===== src/rtl/loong_dec.sv =====
// LOONG block decryptor: iterative core, one inverse sub-step per clock.
// A block takes 81 clocks from the start edge to the o_done pulse.
module loong_dec #(
  parameter int ROUNDS = 16
) (
  input  logic        i_clk,
  input  logic        i_reset,
  input  logic        i_do_dec,
  input  logic [63:0] i_ciphertext,
  input  logic [63:0] i_roundKey,
  output logic [63:0] o_plaintext,
  output logic        o_busy,
  output logic        o_done
);

  typedef enum logic [2:0] {IDLE, INIT, ISUB1, IMIXC, IMIXR, ISUB2, ARK} state_t;

  state_t      state_reg, state_next;
  logic [4:0]  round_reg, round_next;
  logic [63:0] s_reg, s_next;
  logic [63:0] key_reg, key_next;
  logic [63:0] pt_reg, pt_next;
  logic        done_reg, done_next;
  logic [63:0] ark_val;

  // Inverse of the shared 4-bit S-box C56B90AD3EF84712.
  function automatic logic [3:0] inv_sbox(input logic [3:0] x);
    logic [3:0] y;
    case (x)
      4'h0: y = 4'h5;  4'h1: y = 4'hE;  4'h2: y = 4'hF;  4'h3: y = 4'h8;
      4'h4: y = 4'hC;  4'h5: y = 4'h1;  4'h6: y = 4'h2;  4'h7: y = 4'hD;
      4'h8: y = 4'hB;  4'h9: y = 4'h4;  4'hA: y = 4'h6;  4'hB: y = 4'h3;
      4'hC: y = 4'h0;  4'hD: y = 4'h7;  4'hE: y = 4'h9;  default: y = 4'hA;
    endcase
    return y;
  endfunction

  function automatic logic [63:0] inv_sub_cells(input logic [63:0] s);
    logic [63:0] y;
    for (int n = 0; n < 16; n++) y[4*n +: 4] = inv_sbox(s[4*n +: 4]);
    return y;
  endfunction

  // Row mixing (each nibble becomes the XOR of the other three in its row)
  // is an involution over GF(2), so its inverse has the same form.
  function automatic logic [63:0] inv_mix_row(input logic [63:0] s);
    logic [63:0] y;
    logic [3:0]  x0, x1, x2, x3;
    for (int r = 0; r < 4; r++) begin
      x0 = s[16*r +: 4];
      x1 = s[16*r + 4 +: 4];
      x2 = s[16*r + 8 +: 4];
      x3 = s[16*r + 12 +: 4];
      y[16*r +: 4]      = x1 ^ x2 ^ x3;
      y[16*r + 4 +: 4]  = x0 ^ x2 ^ x3;
      y[16*r + 8 +: 4]  = x0 ^ x1 ^ x3;
      y[16*r + 12 +: 4] = x0 ^ x1 ^ x2;
    end
    return y;
  endfunction

  // Column mixing is a chain of XOR lifting steps (a^=b, b^=d, d^=e, e^=a);
  // undoing it replays the steps in reverse order.
  function automatic logic [63:0] inv_mix_column(input logic [63:0] s);
    logic [63:0] y;
    logic [3:0]  a, b, d, e;
    for (int c = 0; c < 4; c++) begin
      a = s[4*c +: 4];
      b = s[4*(c+4) +: 4];
      d = s[4*(c+8) +: 4];
      e = s[4*(c+12) +: 4];
      e = e ^ a;
      d = d ^ e;
      b = b ^ d;
      a = a ^ b;
      y[4*c +: 4]      = a;
      y[4*(c+4) +: 4]  = b;
      y[4*(c+8) +: 4]  = d;
      y[4*(c+12) +: 4] = e;
    end
    return y;
  endfunction

  // Shared round constant: nibble n = n ^ r[3:0] ^ {r[4],3'b000}.
  function automatic logic [63:0] rc(input logic [4:0] r);
    logic [63:0] v;
    for (int n = 0; n < 16; n++) v[4*n +: 4] = 4'(n) ^ r[3:0] ^ {r[4], 3'b000};
    return v;
  endfunction

  assign ark_val = s_reg ^ key_reg ^ rc(round_reg - 5'd1);

  // Next-state and datapath: one operator applied to the state per FSM step.
  always_comb begin
    state_next = state_reg;
    round_next = round_reg;
    s_next     = s_reg;
    key_next   = key_reg;
    pt_next    = pt_reg;
    done_next  = 1'b0;
    case (state_reg)
      IDLE: begin
        if (i_do_dec) begin
          s_next     = i_ciphertext;
          key_next   = i_roundKey;
          state_next = INIT;
        end
      end
      INIT: begin
        s_next     = s_reg ^ key_reg ^ rc(5'(ROUNDS));
        round_next = 5'(ROUNDS);
        state_next = ISUB1;
      end
      ISUB1: begin
        s_next     = inv_sub_cells(s_reg);
        state_next = IMIXC;
      end
      IMIXC: begin
        s_next     = inv_mix_column(s_reg);
        state_next = IMIXR;
      end
      IMIXR: begin
        s_next     = inv_mix_row(s_reg);
        state_next = ISUB2;
      end
      ISUB2: begin
        s_next     = inv_sub_cells(s_reg);
        state_next = ARK;
      end
      ARK: begin
        s_next     = ark_val;
        round_next = round_reg - 5'd1;
        if (round_reg == 5'd1) begin
          pt_next    = ark_val;
          done_next  = 1'b1;
          state_next = IDLE;
        end else begin
          state_next = ISUB1;
        end
      end
      default: state_next = IDLE;
    endcase
  end

  // State and datapath registers with synchronous reset.
  always_ff @(posedge i_clk) begin
    if (i_reset) begin
      state_reg <= IDLE;
      round_reg <= 5'd0;
      s_reg     <= 64'd0;
      key_reg   <= 64'd0;
      pt_reg    <= 64'd0;
      done_reg  <= 1'b0;
    end else begin
      state_reg <= state_next;
      round_reg <= round_next;
      s_reg     <= s_next;
      key_reg   <= key_next;
      pt_reg    <= pt_next;
      done_reg  <= done_next;
    end
  end

  assign o_plaintext = pt_reg;
  assign o_busy      = (state_reg != IDLE);
  assign o_done      = done_reg;

endmodule

===== config.mk =====
export PLATFORM = sky130hd
export DESIGN_NAME = loong_dec
export DESIGN_NICKNAME = d
export VERILOG_FILES = /design/src/rtl/loong_dec.sv
export SDC_FILE = /design/constraint.sdc
export NUM_CORES = 1
export LEC_CHECK = 0
export ABC_AREA = 1
export ABC_CLOCK_PERIOD_IN_PS = 4950
export CAP_MARGIN = 0
export CORE_UTILIZATION = 45
export DETAILED_ROUTE_END_ITERATION = 10
export PLACE_DENSITY = 0.75
export SLEW_MARGIN = 10
export SYNTH_ARGS = -nofsm -noshare
export SYNTH_HDL_FRONTEND = slang
export SYNTH_SLANG_ARGS = --single-unit

===== constraint.sdc =====
create_clock -name i_clk -period 4.95 [get_ports i_clk]
set_clock_uncertainty 0.15 [all_clocks]
set_input_delay 0.7425 -clock i_clk [delete_from_list [all_inputs] [get_ports i_clk]]
set_output_delay 0.7425 -clock i_clk [all_outputs]
set_load 0.01 [all_outputs]

Yosys cells after proc, flatten, opt, wreduce, memory -nomap -nowiden
Memories as Yosys holds them, arrays and structs flattened. A register that Yosys moved wholly into a read port is not among the register bits. Index checks and enable logic that the tools add are counted.

Register bits after elaboration: 201. Bits in latches: 0. Bits in writable memories: 0. Bits in read-only memories: 2048. Input bits: 131. Output and inout bits: 66. Memories kept: 32.

Memories: (no name shown) (depth 16, bits a word 4, read ports 1, clocked after memory_dff 1, wr ports 0, line 29) `case (x)`; (no name shown) (depth 16, bits a word 4, read ports 1, clocked after memory_dff 1, wr ports 0, line 29); (no name shown) (depth 16, bits a word 4, read ports 1, clocked after memory_dff 1, wr ports 0, line 29); (no name shown) (depth 16, bits a word 4, read ports 1, clocked after memory_dff 1, wr ports 0, line 29); (no name shown) (depth 16, bits a word 4, read ports 1, clocked after memory_dff 1, wr ports 0, line 29); (no name shown) (depth 16, bits a word 4, read ports 1, clocked after memory_dff 1, wr ports 0, line 29); +26 memories.

Add/subtract/negate cells: 1. Multiply operators: 0. Divide/modulo/power cells: 0. Order comparisons: 0. Eq/ne operators: 8. Shift-type cells: 0. Mux-type cells: 71. Bitwise logic cells: 79. Reductions and logical operators: 8.

Operators by type and width (count): $pmux W64 S7 (1); $mux W4 (64); $xor A4 B4 Y4 (60); $xor A64 B64 Y64 (2); $mux W64 (1); $not A32 Y32 (1); $pmux W3 S7 (1); $not A2 Y2 (6); $not A3 Y3 (4); $pmux W5 S2 (1); $eq A3 B3 Y1 const B (3); $reduce_bool A7 Y1 (1); $eq A3 B2 Y1 const B (2); $reduce_and A2 Y1 (3); $eq A5 B1 Y1 const B (1); $not A1 Y1 (5); $sub A5 B1 Y5 const B (1); $not A4 Y4 (1); $eq A3 B1 Y1 const B (1); $logic_not A3 Y1 (1); $mux W3 (1); $reduce_bool A3 Y1 (1); $mux W2 (1); $ne A2 B2 Y1 const B (1); 3 further kinds (3).

Longest topological paths before layout
Word-level depth: 7. Mapped depth: 21. Depth with buffers taken out: 20.

Worst setup path before layout
Ideal clock, no wire load.

Path kind: register -> register. Start: reg round_reg[0]. End: reg (tool-made name). Arrival: 2.949 ns. Data required time: 4.687 ns. Setup slack: 1.738 ns. Stages on the path, launching flop included: 22. Path buffers: 3. Period minus slack after synthesis: 3.212 ns. Cell sequence: dfxtp_1 -> inv_1 -> buf_2 -> buf_1 -> ha_1 -> clkinv_1 -> clkbuf_1 -> nand2_1 -> nand3_1 -> nand2_1 -> nor2_1 -> nand2_1 -> nand2_1 -> o21ai_1 -> nand2_1 -> inv_1 -> ha_1 -> or2_2 -> nand2_1 -> nand2_1 -> nand2_1 -> nand2_1.

RTL lines: start: declaration (line 19) `logic [4:0] round_reg, round_next;`; start signal: assignment (line 156) `round_reg <= round_next;`.

==> metrics.md <==
| Metric | Value |
|---|---|
| Status | `finished, final reports clean` |
| Max Slew Vio Count | `0` |
| I/O Buffers | `a little under 200` |
| Clk buf depth | `3` |
| R2r setup slk | `approximately 1.1 ns` |
| Largest net degree at the start of global routing | `92` |
| Seq/Total Area, Yosys | `between 20% and 30%` |
| RSZ-0062 raised after global routing | `no` |
| Tot GR Track Use | `roughly a third` |
| Detailed-placement wirelength estimate | `56.14 mm` |
| Clk slew on worst S/H paths | `approximately 0.07 ns` |
| Worst Reg2Reg Path Length in Cells | `19` |
| Mean post-synth cell area | `just under 6 µm²` |
| Sequential share of power | `approximately 23%` |
| Final hold violation count | `0` |
| WL final | `73.62 mm` |
| EDFF count, synth | `0` |
| Remaining global-route overflow | `0` |
| Clk sink count | `about 270` |
| Seq. cell area | `0.005305 mm²` |
| Most frequent cells in the layout | `nand2_1 (1297), nand3_1 (408), inv_1 (363)` |
| Rel. slew slack | `34.30%` |
| Syn_nets | `3525` |
| Combinational share of power | `approximately three fifths` |
| Gate Count Post-Synth | `3296` |
| # diodes | `0` |
| Fmax | `0.2610 GHz` |
| Critical path origin | `round_reg[0]$_SDFFE_PP0P_` |
| Routability cong. | `1.041` |
| Cell Pwr Density | `between 700 and 800 mW/mm²` |
| Synthesized area | `roughly 0.02 mm²` |
| Placeable core area | `between 0.04 and 0.05 mm²` |
| Area growth, synth to finish | `17.41%` |
| Multi-input logic area | `0.01207 mm²` |
| Synth top area cells | `dfxtp_1 (27%), nand2_1 (25%), nand3_1 (10%)` |
| CTS Root Cell | `clkbuf_16` |
| Critical Path AT | `4.19 ns` |
| Die ar. | `0.04429 mm²` |
| Hold_ws | `0.3148 ns` |
| Detail Route Antenna Nets | `0` |
| Iteration-0 DRC Markers | `2855` |
| Num CTS Buffers | `31` |
| Post-synth top area share | `27.13%` |
| Fillers | `between 4k and 5k` |
| # DRC | `0` |
| Post-cts sizing count | `0` |
| Final Util | `a little over half` |
| FF-to-FF Start | `round_reg[0]$_SDFFE_PP0P_` |
| Clock power frac | `around 17%` |
| TNS Setup | `0 ns` |
| Switching pwr | `8.816 mW` |
| Antenna violations before repair | `1` |
| Crit share post-route | `between 70 and 80%` |
| Share of layout cells above drive strength 1 | `under 10%` |
| Via density | `5.407` |
| Prevailing post-synth register cell | `dfxtp_1` |
| Commonest non-fill, non-tap cell in the layout | `nand2_1` |
| Worst skew pair latency | `about 0.60 ns` |
| Post-CTS Setup Bufs | `0` |
| Setup crit end kind | `register` |
| Post-synthesis register bit count | `approximately 270` |
| Dominant cell type by area after synthesis | `dfxtp_1` |
| Ports | `~200` |
| H-tree depth | `1` |
| Kind of critical path | `register to register` |
| CTS tree | `built` |
| CP Launch Type | `register` |
| Hold Path Stages | `2` |
| Async SR Flop Fraction | `0%` |
| LEAKAGE | `11.58 nW` |
| FP Rows | `76` |
| Vias in the first global route | `between 15k and 20k` |
| Worst VDD drop | `0.0004373 V` |
| Max FO, Critical Path | `15` |
| Critical Path RT | `between 5 and 6 ns` |
| Final nets | `around 3.6k` |
| Chip Height | `~210 µm` |
| Minimum clock period after layout | `~3.8 ns` |
| Hold-fix buffers at CTS | `0` |
| Initial cell density of the core | `between 40 and 50%` |
| Slew @ Worst Pin | `just under 1 ns` |
| Switch share | `~54%` |
| Post-synth cell types | `37` |
| Yosys Warn Count | `0` |
| Vias | `between 20k and 25k` |
| # setup viols final | `0` |
| Width of the chip | `roughly 210 µm` |
| WL per Instance | `18.46 µm` |
| Global-route wire length before repair | `around 110 mm` |
| Maxcap violations | `0` |
| Initial DRT Pass Iterations | `5` |
| Internal power | `around 7.6 mW` |
| Min-delay worst type | `register to register` |
## metal layers
| metal | up-vias | global-route usage [%] | share of wire, % |
|---|---|---|---|
| li1 | 10540 | - | - |
| met1 | 9659 | 45.94 | 42 |
| met2 | 1184 | 47.35 | 40 |
| met3 | 180 | 6.838 | 13 |
| met4 | 0 | 14.94 | 4.9 |
| met5 | - | 0 | 0 |
## final cells by class
class | count | share of cell area (%)
timing repair buffer | 228 | 9.735
tap | 585 | 3.189
clock inverter | 19 | 1.493
sequential | 265 | 23.11
inverter | 375 | 6.154
multi-input combinational | 2477 | 52.56
clock buffer | 38 | 3.755
## power groups by stage
stage	logic [mW]	registers, mW	clock network [mW]
after floorplan	7.54	3.06	0
after global placement	9.69	3.67	0
after detailed placement	9.75	3.67	0
after CTS	9.81	3.63	2.72
after global routing	11.3	3.70	2.80
final	10.0	3.69	2.71
## worst max-delay path, cell delays in order, from the launching register on
cell	delay, ns
dfxtp_1	0.76
inv_1	0.14
ha_1	0.35
clkinv_1	0.39
buf_4	0.34
xor2_1	0.18
nand2_1	0.07
nand2_1	0.05
nor2_1	0.09
nand2_1	0.06
nand2_1	0.06
nand2_1	0.09
nand2_1	0.20
inv_1	0.09
ha_1	0.20
or2_2	0.29
nand2_1	0.07
nand2_1	0.05
nand2_1	0.05
nand2_1	0.05
## how the worst min path moves through the flow
stage	startpoint	to
finish	o_plaintext[37]$_SDFFE_PP0P_	o_plaintext[37]$_SDFFE_PP0P_
floorplan	key_reg[35]$_SDFFE_PP0P_	key_reg[35]$_SDFFE_PP0P_
CTS	o_plaintext[37]$_SDFFE_PP0P_	o_plaintext[37]$_SDFFE_PP0P_
detailed placement	o_plaintext[37]$_SDFFE_PP0P_	o_plaintext[37]$_SDFFE_PP0P_
global route	key_reg[4]$_SDFFE_PP0P_	key_reg[4]$_SDFFE_PP0P_
global placement	key_reg[35]$_SDFFE_PP0P_	key_reg[35]$_SDFFE_PP0P_
## Yosys cell counts, types with 5 or more instances
cell	number
o21ai_2	5
inv_2	8
clkbuf_1	91
dfxtp_1	265
xnor2_1	46
a21oi_1	119
xor2_1	39
o21ai_1	29
nor2_1	115
o211ai_1	34
nand2_1	1297
a31oi_1	12
buf_4	13
buf_1	12
a21oi_2	12
nand3_1	409
o21ai_0	169
buf_2	61
or2_2	23
nand2_2	27
inv_1	365
nand4_1	18
ha_1	98
## per-stage QoR
step	std cells	instance area [µm²]	worst slack [ns]	total power, mW
2_1_floorplan	3296	19550	1.738	10.60
3_3_place_gp	3930	21750	1.141	13.37
3_5_place_dp	3930	21750	1.142	13.42
4_1_cts	3987	22960	1.212	16.16
5_1_grt	3987	22960	0.8902	17.79
6_report	3987	22960	1.118	16.45
## cell families after synthesis
group	count (synthesis)	synth area share (%)
compound gates	389	11.03
xor+xnor	87	3.974
fa+ha+maj	98	6.272
buf+inv	554	11.35
flops	265	27.13
simple gates	1903	40.23
(Power assumes the default switching activity.)
